$ cat config.mk
export PLATFORM = sky130hd
export DESIGN_NAME = audio_adc_rx
export DESIGN_NICKNAME = d
export VERILOG_FILES = /design/src/rtl/audio_pkg.sv /design/src/rtl/sync_rise_det.sv /design/src/rtl/audio_adc_rx.sv
export SDC_FILE = /design/constraint.sdc
export NUM_CORES = 1
export LEC_CHECK = 0
export ABC_AREA = 1
export CAP_MARGIN = 30
export CORE_ASPECT_RATIO = 1.25
export CORE_UTILIZATION = 54
export CTS_CLUSTER_SIZE = 14
export DETAILED_ROUTE_END_ITERATION = 10
export GPL_TIMING_DRIVEN = 0
export PLACE_DENSITY = 0.77
export SLEW_MARGIN = 20
export SYNTH_ARGS = -nofsm -noshare
export SYNTH_HDL_FRONTEND = slang
export SYNTH_SLANG_ARGS = --single-unit
$ cat constraint.sdc
create_clock -name clk -period 1.6 [get_ports clk]
set_input_delay 0.24 -clock clk [delete_from_list [all_inputs] [get_ports clk]]
set_output_delay 0.24 -clock clk [all_outputs]
set_load 0.01 [all_outputs]
$ cat src/rtl/audio_pkg.sv
// Shared constants and FSM state encoding for the serial audio ADC receiver.
package audio_pkg;
   localparam int DATA_W    = 16;
   localparam int FRAME_LEN = 2 * DATA_W;

   typedef enum logic [2:0] {
      IDLE    = 3'd0,
      SYNC    = 3'd1,
      SHIFT_L = 3'd2,
      SHIFT_R = 3'd3,
      DONE    = 3'd4
   } state_e;
endpackage

$ cat src/rtl/sync_rise_det.sv
// Multi-bit synchronizer chain with rising-edge strobe on bit 0 (the bit clock).
module sync_rise_det #(
   parameter int STAGES = 2,
   parameter int WIDTH  = 1
) (
   input  logic             clk,
   input  logic             reset,
   input  logic [WIDTH-1:0] async_i,
   output logic [WIDTH-1:0] sync_o,
   output logic             rise_o
);
   logic [STAGES-1:0][WIDTH-1:0] sync_q;
   logic                         prev_q;

   always_ff @(posedge clk) begin
      if (reset) begin
         sync_q <= '0;
         prev_q <= 1'b0;
      end else begin
         sync_q[0] <= async_i;
         for (int i = 1; i < STAGES; i++) sync_q[i] <= sync_q[i-1];
         prev_q <= sync_q[STAGES-1][0];
      end
   end

   // Edge flop resets low, so a line already high at reset release yields one strobe.
   assign sync_o = sync_q[STAGES-1];
   assign rise_o = sync_q[STAGES-1][0] & ~prev_q;
endmodule

$ cat src/rtl/audio_adc_rx.sv
// DSP-mode-A serial audio receiver: oversamples BCLK, deserializes a left/right
// word pair per frame and holds it in a valid/ready output register.
module audio_adc_rx
   import audio_pkg::*;
#(
   parameter int DATA_W      = audio_pkg::DATA_W,
   parameter int SYNC_STAGES = 2
) (
   input  logic              clk,
   input  logic              reset,
   input  logic              enable,
   input  logic              BCLK,
   input  logic              ADC_LR_CLK,
   input  logic              ADC_DATA,
   output logic [DATA_W-1:0] left_sample,
   output logic [DATA_W-1:0] right_sample,
   output logic              sample_valid,
   input  logic              sample_ready,
   output logic              overrun,
   output logic              frame_error
);
   localparam logic [4:0] LAST_BIT = 5'(DATA_W - 1);

   logic [2:0] sync_vec;
   logic       bclk_rise;
   logic       lr_s;
   logic       data_s;

   sync_rise_det #(
      .STAGES (SYNC_STAGES),
      .WIDTH  (3)
   ) u_sync (
      .clk     (clk),
      .reset   (reset),
      .async_i ({ADC_DATA, ADC_LR_CLK, BCLK}),
      .sync_o  (sync_vec),
      .rise_o  (bclk_rise)
   );

   assign lr_s   = sync_vec[1];
   assign data_s = sync_vec[2];

   state_e            state_q, state_d;
   logic [4:0]        bit_cnt_q, bit_cnt_d;
   logic [DATA_W-1:0] left_sr_q, left_sr_d;
   logic [DATA_W-1:0] right_sr_q, right_sr_d;
   logic [DATA_W-1:0] left_q, left_d;
   logic [DATA_W-1:0] right_q, right_d;
   logic              valid_q, valid_d;
   logic              ovr_q, ovr_d;
   logic              ferr_q, ferr_d;

   always_ff @(posedge clk) begin
      if (reset) begin
         state_q    <= IDLE;
         bit_cnt_q  <= '0;
         left_sr_q  <= '0;
         right_sr_q <= '0;
         left_q     <= '0;
         right_q    <= '0;
         valid_q    <= 1'b0;
         ovr_q      <= 1'b0;
         ferr_q     <= 1'b0;
      end else begin
         state_q    <= state_d;
         bit_cnt_q  <= bit_cnt_d;
         left_sr_q  <= left_sr_d;
         right_sr_q <= right_sr_d;
         left_q     <= left_d;
         right_q    <= right_d;
         valid_q    <= valid_d;
         ovr_q      <= ovr_d;
         ferr_q     <= ferr_d;
      end
   end

   always_comb begin
      state_d    = state_q;
      bit_cnt_d  = bit_cnt_q;
      left_sr_d  = left_sr_q;
      right_sr_d = right_sr_q;
      left_d     = left_q;
      right_d    = right_q;
      ovr_d      = ovr_q;
      ferr_d     = 1'b0;
      valid_d    = valid_q && !sample_ready;

      case (state_q)
         IDLE: begin
            if (bclk_rise && lr_s && enable) state_d = SYNC;
         end
         SYNC: begin
            if (!enable) begin
               state_d   = IDLE;
               bit_cnt_d = '0;
            end else if (bclk_rise) begin
               // One-bit delay after frame sync: this strobe carries the left MSB.
               left_sr_d = {left_sr_q[DATA_W-2:0], data_s};
               bit_cnt_d = 5'd1;
               state_d   = SHIFT_L;
            end
         end
         SHIFT_L, SHIFT_R: begin
            if (!enable) begin
               state_d   = IDLE;
               bit_cnt_d = '0;
            end else if (bclk_rise) begin
               if (lr_s) begin
                  ferr_d    = 1'b1;
                  bit_cnt_d = '0;
                  state_d   = SYNC;
               end else begin
                  if (state_q == SHIFT_L) left_sr_d  = {left_sr_q[DATA_W-2:0], data_s};
                  else                    right_sr_d = {right_sr_q[DATA_W-2:0], data_s};
                  if (bit_cnt_q == LAST_BIT) begin
                     bit_cnt_d = '0;
                     state_d   = (state_q == SHIFT_L) ? SHIFT_R : DONE;
                  end else begin
                     bit_cnt_d = bit_cnt_q + 5'd1;
                  end
               end
            end
         end
         DONE: begin
            state_d = IDLE;
            // A load in the same cycle as a handshake keeps valid high.
            if (!valid_q || sample_ready) begin
               left_d  = left_sr_q;
               right_d = right_sr_q;
               valid_d = 1'b1;
            end else begin
               ovr_d = 1'b1;
            end
         end
         default: state_d = IDLE;
      endcase
   end

   assign left_sample  = left_q;
   assign right_sample = right_q;
   assign sample_valid = valid_q;
   assign overrun      = ovr_q;
   assign frame_error  = ferr_q;
endmodule

After elaboration in Yosys (flattened, before gate mapping)
Index checks and enable logic that the tools add are counted.
{ "totals": {"reg_bits": 82, "input_bits": 7, "out_inout_bits": 35, "elab_cells": 78} }
{ "op_classes": {"addsub": 1, "eq_ne": 15, "n_mux": 26, "bitwise_logic": 8, "reduce_logical": 16} }
{ "op_table": {"columns": ["operator", "count"], "rows": [
  ["16-bit 2-to-1 mux", 6],
  ["16-bit case mux with 2 select lines", 1],
  ["5-bit 2-to-1 mux", 6],
  ["3-bit 2-to-1 mux", 8],
  ["2-bit inequality test, second input constant", 7],
  ["5-bit case mux with 2 select lines", 1],
  ["3-bit case mux with 3 select lines", 1],
  ["1-bit inverter", 7],
  ["7-bit AND reduction", 1],
  ["3-bit by 2-bit equality test with 1-bit output, second input constant", 2],
  ["3-bit inequality test, second input constant", 2],
  ["5-bit by 1-bit adder with 5-bit output, second input constant", 1],
  ["5-bit by 4-bit equality test with 1-bit output, second input constant", 1],
  ["5-bit AND reduction", 1],
  ["4-bit by 3-bit inequality test with 1-bit output, second input constant", 1],
  ["2-bit AND reduction", 2],
  ["4-bit AND reduction", 1],
  ["4-bit OR reduction", 1],
  ["3-bit by 1-bit equality test with 1-bit output, second input constant", 1],
  ["3-bit equality test, second input constant", 1],
  ["1-bit logical AND", 3],
  ["3-bit logical NOT", 1],
  ["1-bit 2-to-1 mux", 3],
  ["3-bit AND reduction", 1],
  ["other kinds (5)", 6]
]} }

Logic depth before layout (Yosys ltp)
{ "depth": {"ltp_word": 7, "depth_mapped": 8, "ltp_nobuf": 8} }

Hierarchy
From an unflattened synthesis, not the netlist that was laid out.
{ "unflattened": {"hier_cells": 409, "hier_area_um2": 3125.5} }
{ "modules_own_cells": {"columns": ["mod", "n_inst", "cells_each", "area_per_inst_um2", "seq_area_each_um2"], "rows": [
  ["audio_adc_rx", 1, 384, 2906.5, 1501.4],
  ["sync_rise_det", 1, 25, 219.0, 140.1]
]} }

Worst setup path after synthesis
No wires, ideal clock.
{ "synth_timing": {"path_kind": "flip-flop to flip-flop", "startpoint": "register state_q[1]", "endpoint": "register right_sr_q[10]", "setup_time_ps": 132, "t_arrival_ps": 1115, "slack_ps": 353, "path_stages_with_launch": 7, "path_buffers": 1, "synth_period_minus_slack_ps": 1247, "cell_sequence": "dfxtp_1 > nand3_2 > nor2_4 > nand3_2 > buf_4 > nand2_1 > a21oi_1"} }
{ "synth_via": {"elab_chain_cells": 3, "elab_cells_between_ends": 5, "cone_classes": "eq/ne (2); bitwise (1); reduce/logical (2)"} }
{ "synth_lines": {"columns": ["item", "line", "text"], "rows": [
  ["from (decl)", "audio_adc_rx.sv:43", "state_e state_q, state_d;"],
  ["from (signal assigned)", "audio_adc_rx.sv:65", "state_q <= state_d;"],
  ["3-bit by 2-bit equality test with 1-bit output (on tied branches)", "audio_adc_rx.sv:88, audio_adc_rx.sv:113", null],
  ["2-bit OR reduction / 1-bit inverter (equally long branches)", null, null],
  ["5-bit AND reduction (no source line) *", null, null],
  ["to (signal assigned)", "audio_adc_rx.sv:68", "right_sr_q <= right_sr_d;"],
  ["to (decl)", "audio_adc_rx.sv:46", "logic [DATA_W-1:0] right_sr_q, right_sr_d;"]
]} }
Mark *: on every way between the ends. The rest lies on a longest branch, timed or not.
A chain may end at the register's enable or synchronous reset.

Final worst setup path
{ "layout_timing": {"startpoint": "register right_q[2], in the netlist right_sample[2]", "endpoint": "output port right_sample[2]"} }
{ "layout_lines": {"columns": ["item", "line", "text"], "rows": [
  ["from (decl)", "audio_adc_rx.sv:48", "logic [DATA_W-1:0] right_q, right_d;"],
  ["from (signal assigned)", "audio_adc_rx.sv:70", "right_q <= right_d;"],
  ["to (decl)", "audio_adc_rx.sv:16", "output logic [DATA_W-1:0] right_sample,"]
]} }
No word-level cell between the ends.

==> flow_results.org <==
** Drt
- DR DRC count :: 0
- The first routing iteration left 127 violations.
- Routed length per instance :: 12.0 um
- The detailed router placed 2657 vias in this run.
- Wire length after detailed routing :: 6170 um
- The detail route stage leaves a number of antenna-violating nets equal to 0.
- Post-detailed-route via-to-cell ratio :: just over 5
- For this run, the detailed router's first-pass iteration total came to 5.

** Critical path
- Critical path buffer and inverter count :: 1
- The slowest stage of the critical path is the clkdlybuf4s50_1 cell.
- The worst register-to-register path ends at right_sr_q[7].
- On the worst path, the slowest cell contributes a delay of approximately 540 ps.
- Data required, critical path :: around 1400 ps
- In this run the number of cells on the critical path is 1.
- Register-to-Register Path Depth :: 7
- The worst register-to-register path begins at state_q[2].
- Critical Path Source Type :: flip-flop
- Walking the worst path, the cells encountered are clkdlybuf4s50_1.
- The kind of cell with the highest combined delay along the critical path is buffers and inverters.
- Across all register-to-register paths, the minimum setup slack is 150 ps.
- The critical path in this run is classified as flip-flop to output pin.
- Crit path arrival time :: ~1200 ps
- CP endpoint kind :: output pin
- Along the worst path, the maximum fanout reaches 2.

** Layout
- Antenna cells :: 0
- For this run, the post-layout net count is roughly 450.
- Most frequent standard cell in the layout excluding fill and tap cells :: dfxtp_1
- Layout Cells excl Fill :: 515
- Compared with the post-synthesis result, the final layout area differs by 22.4%.
- Once layout is complete, the utilization of the core stands at between 60% and 70%.
- The post-route netlist has 9.09% of its cells at a drive strength greater than 1.
- Leaving out fill and tap cells, the most frequent cells in the layout are dfxtp_1, inv_1, a21oi_1, nor2_1, o21ai_0.
- After filler insertion, the fill cell instance count of the layout stands at about 480.

** Power and ir drop
- For this design the static power due to leakage is 1.40 nW.
- P_sw :: 1.27 mW
- Combinational logic is responsible for 16.8% of the overall power.
- Overall power consumption after layout is estimated at 4.38 mW.
- Switching Fraction :: 29.1%
- Power density over cell area :: 1160 mW/mm2
- Internal power comes to 3.11 mW.
- Clock Power Share :: 33.1%
- Maximum vdd drop :: 752 uV
- Relative contribution of sequential cells to total power :: around 50%

** Synth
- The netlist uses 24 different library cells.
- Synthesis produced a netlist with a net count of 402.
- Post-Synthesis Cells :: 394
- Area of the mapped netlist :: 0.00310 mm2
- Yosys printed 0 warnings.
- Each instance of the synthesized netlist takes up on average 7.87 um2.
- Sequential fraction of the synthesis area :: 53.0%
- Number of synthesized register bits :: 82

** Timing
- Final worst-path cycle share :: 92.5%
- Count of final setup violators :: 0
- Final critical delay including setup and external delays :: between 1000 and 1500 ps
- Unrepaired setup endpoints after global routing :: no
- The final number of max-transition violations was 0.
- Post-Route Skew :: between 10 and 15 ps
- Hold is met by about 400 ps.
- In this run the tightest slew margin relative to its limit is 68.1%.
- Post-Route Setup TNS :: 0 ps
- Timing-limited maximum frequency :: between 600 and 700 MHz
- The final hold violation count is 0.
- For the pin with the worst max-slew slack, the measured transition is 478 ps.

** Global route
- Global routing finished with a remaining overflow of 0.
- The initial antenna violation count came to 0.
- The via count of the first global-routing pass was 2496.
- Across every metal layer, demand over resource in global routing totals 22.4%.
- The first global-routing pass estimated 10700 um of wire.
- Maximum number of pins on one net before global-route repair :: 15

** Floorplan
- Horiz. Die Dim :: 69.8 um
- The die covers 0.00605 mm2.
- The initial utilization of the core area, before any placement, comes to 56.6%.
- Number of placement rows :: 30
- After floorplanning, the core was sized to cover around 0.0055 mm2.
- From bottom edge to top edge, the die measures 86.7 um.
- I/O pin cnt :: 42

** Flow run
- Max-capacitance violation count :: 0

** Place
- Summed over all nets, the half-perimeter wirelength after detailed placement is 4250 um.
- Number of buffers inserted by port buffering :: 41
- Placed cell count :: 499
- Gp weighted congestion :: 0.844

** Worst hold path
- Hold depth :: 3
- In this run the most critical hold path is launched from BCLK.
- The path class of the tightest hold or removal check is input pin to flip-flop.
- For hold timing, the worst endpoint is u_sync.sync_q[0].

** Clock network
- The H-tree was split into 3 levels.
- CTS tree :: yes
- Number of buffers inserted during clock tree synthesis :: 9
- Later-pin clock latency in the skew report :: 350 ps
- Total number of clock tree sinks :: 82
- Clock transition time at the flip-flop clock pins of the worst setup and hold paths :: 80 ps
- Hold buffer count at cts :: 0
- In this run the clock root is driven by a clkbuf_8.
- Longest Clk Path Bufs :: 2

** Outcome
- The run finished with clean final reports.
worst min-delay path: stages:
cell             delay [ps]
clkdlybuf4s50_1         400
inv_1                    50
nor2_1                   30
metal layers:
| metal | track usage (%) | up-vias | routed length, um |
|---|---|---|---|
| li1 | - | 1362 | - |
| met1 | 26.5 | 1212 | 2650 |
| met2 | 39.6 | 69 | 3130 |
| met3 | 2.91 | 14 | 276 |
| met4 | 11.6 | 0 | 117 |
| met5 | 0 | - | 0 |
kinds of logic (layout without fill, tap and decap cells):
| group | Yosys count | in the layout | share of synthesized area (%) |
|---|---|---|---|
| and+or+nand+nor | 129 | 129 | 19.0 |
| AOI/OAI and AO/OA | 105 | 105 | 17.1 |
| DFF | 82 | 82 | 53.0 |
| buffers and inverters | 77 | 134 | 10.5 |
| adders and majority gates | 1 | 1 | 0.404 |
metrics by stage:
step / cell area, um2 / setup WS, ps
2_1_floorplan: 3100 / 353
3_3_place_gp: 3590 / -143
3_5_place_dp: 3590 / -181
4_1_cts: 3780 / 7.45
5_1_grt: 3790 / 0.403
6_report: 3790 / 121
registers in the layout, summed over array words and instances, names as in the netlist:
signal	cells
right_sample	16
left_sr_q	16
state_q	3
sample_valid	1
overrun	1
left_sample	16
u_sync.sync_o	3
right_sr_q	16
frame_error	1
bit_cnt_q	5
u_sync.prev_q	1
u_sync.sync_q	3
what timing repair did:
item	in CTS	in global routing
buffers inserted	0	0
resized for setup	0	3
endpoints found under the setup margin	0	36
power groups by stage:
stage                     Sequential [mW]  Combinational, mW  Clock (mW)
after floorplan                      2.23              0.525           0
after global placement               2.23              0.699           0
after detailed placement             2.23              0.717           0
after CTS                            2.18              0.721        1.48
after global routing                 2.21              0.827        1.58
final                                2.19              0.735        1.45
area by class of cell:
type | instances | area (um2) | share of cell area, %
repair buffers | 41 | 410 | 10.8
inverters | 58 | 220 | 5.80
multi-input cells | 235 | 1140 | 30.2
clock inverters | 7 | 67.6 | 1.78
well taps | 64 | 80.1 | 2.11
plain buffers | 19 | 105 | 2.77
flip-flops and latches | 82 | 1640 | 43.3
clock buffers | 9 | 124 | 3.26
cell usage after synthesis (all sizes together):
master | instances | area (um2)
a21boi | 1 | 7.51
a21oi | 53 | 265
buf | 8 | 61.3
clkbuf | 11 | 43.8
dfxtp | 82 | 1640
ha | 1 | 12.5
inv | 58 | 220
nand2 | 40 | 150
nand3 | 28 | 178
nand4 | 2 | 12.5
nor2 | 57 | 239
nor3 | 2 | 10.0
o21ai | 50 | 250
o21bai | 1 | 7.51
how the worst max path moves through the flow:
stage / start / end / slack (ps)
finish: right_sample[2] / right_sample[2] / 120
global placement: enable / right_sr_q[10] / -140
floorplan: state_q[1] / right_sr_q[10] / 350
CTS: state_q[1] / right_sample[3] / 7
global route: state_q[2] / right_sr_q[7] / 0.4
detailed placement: enable / right_sr_q[8] / -180
(Power assumes the default switching activity.)
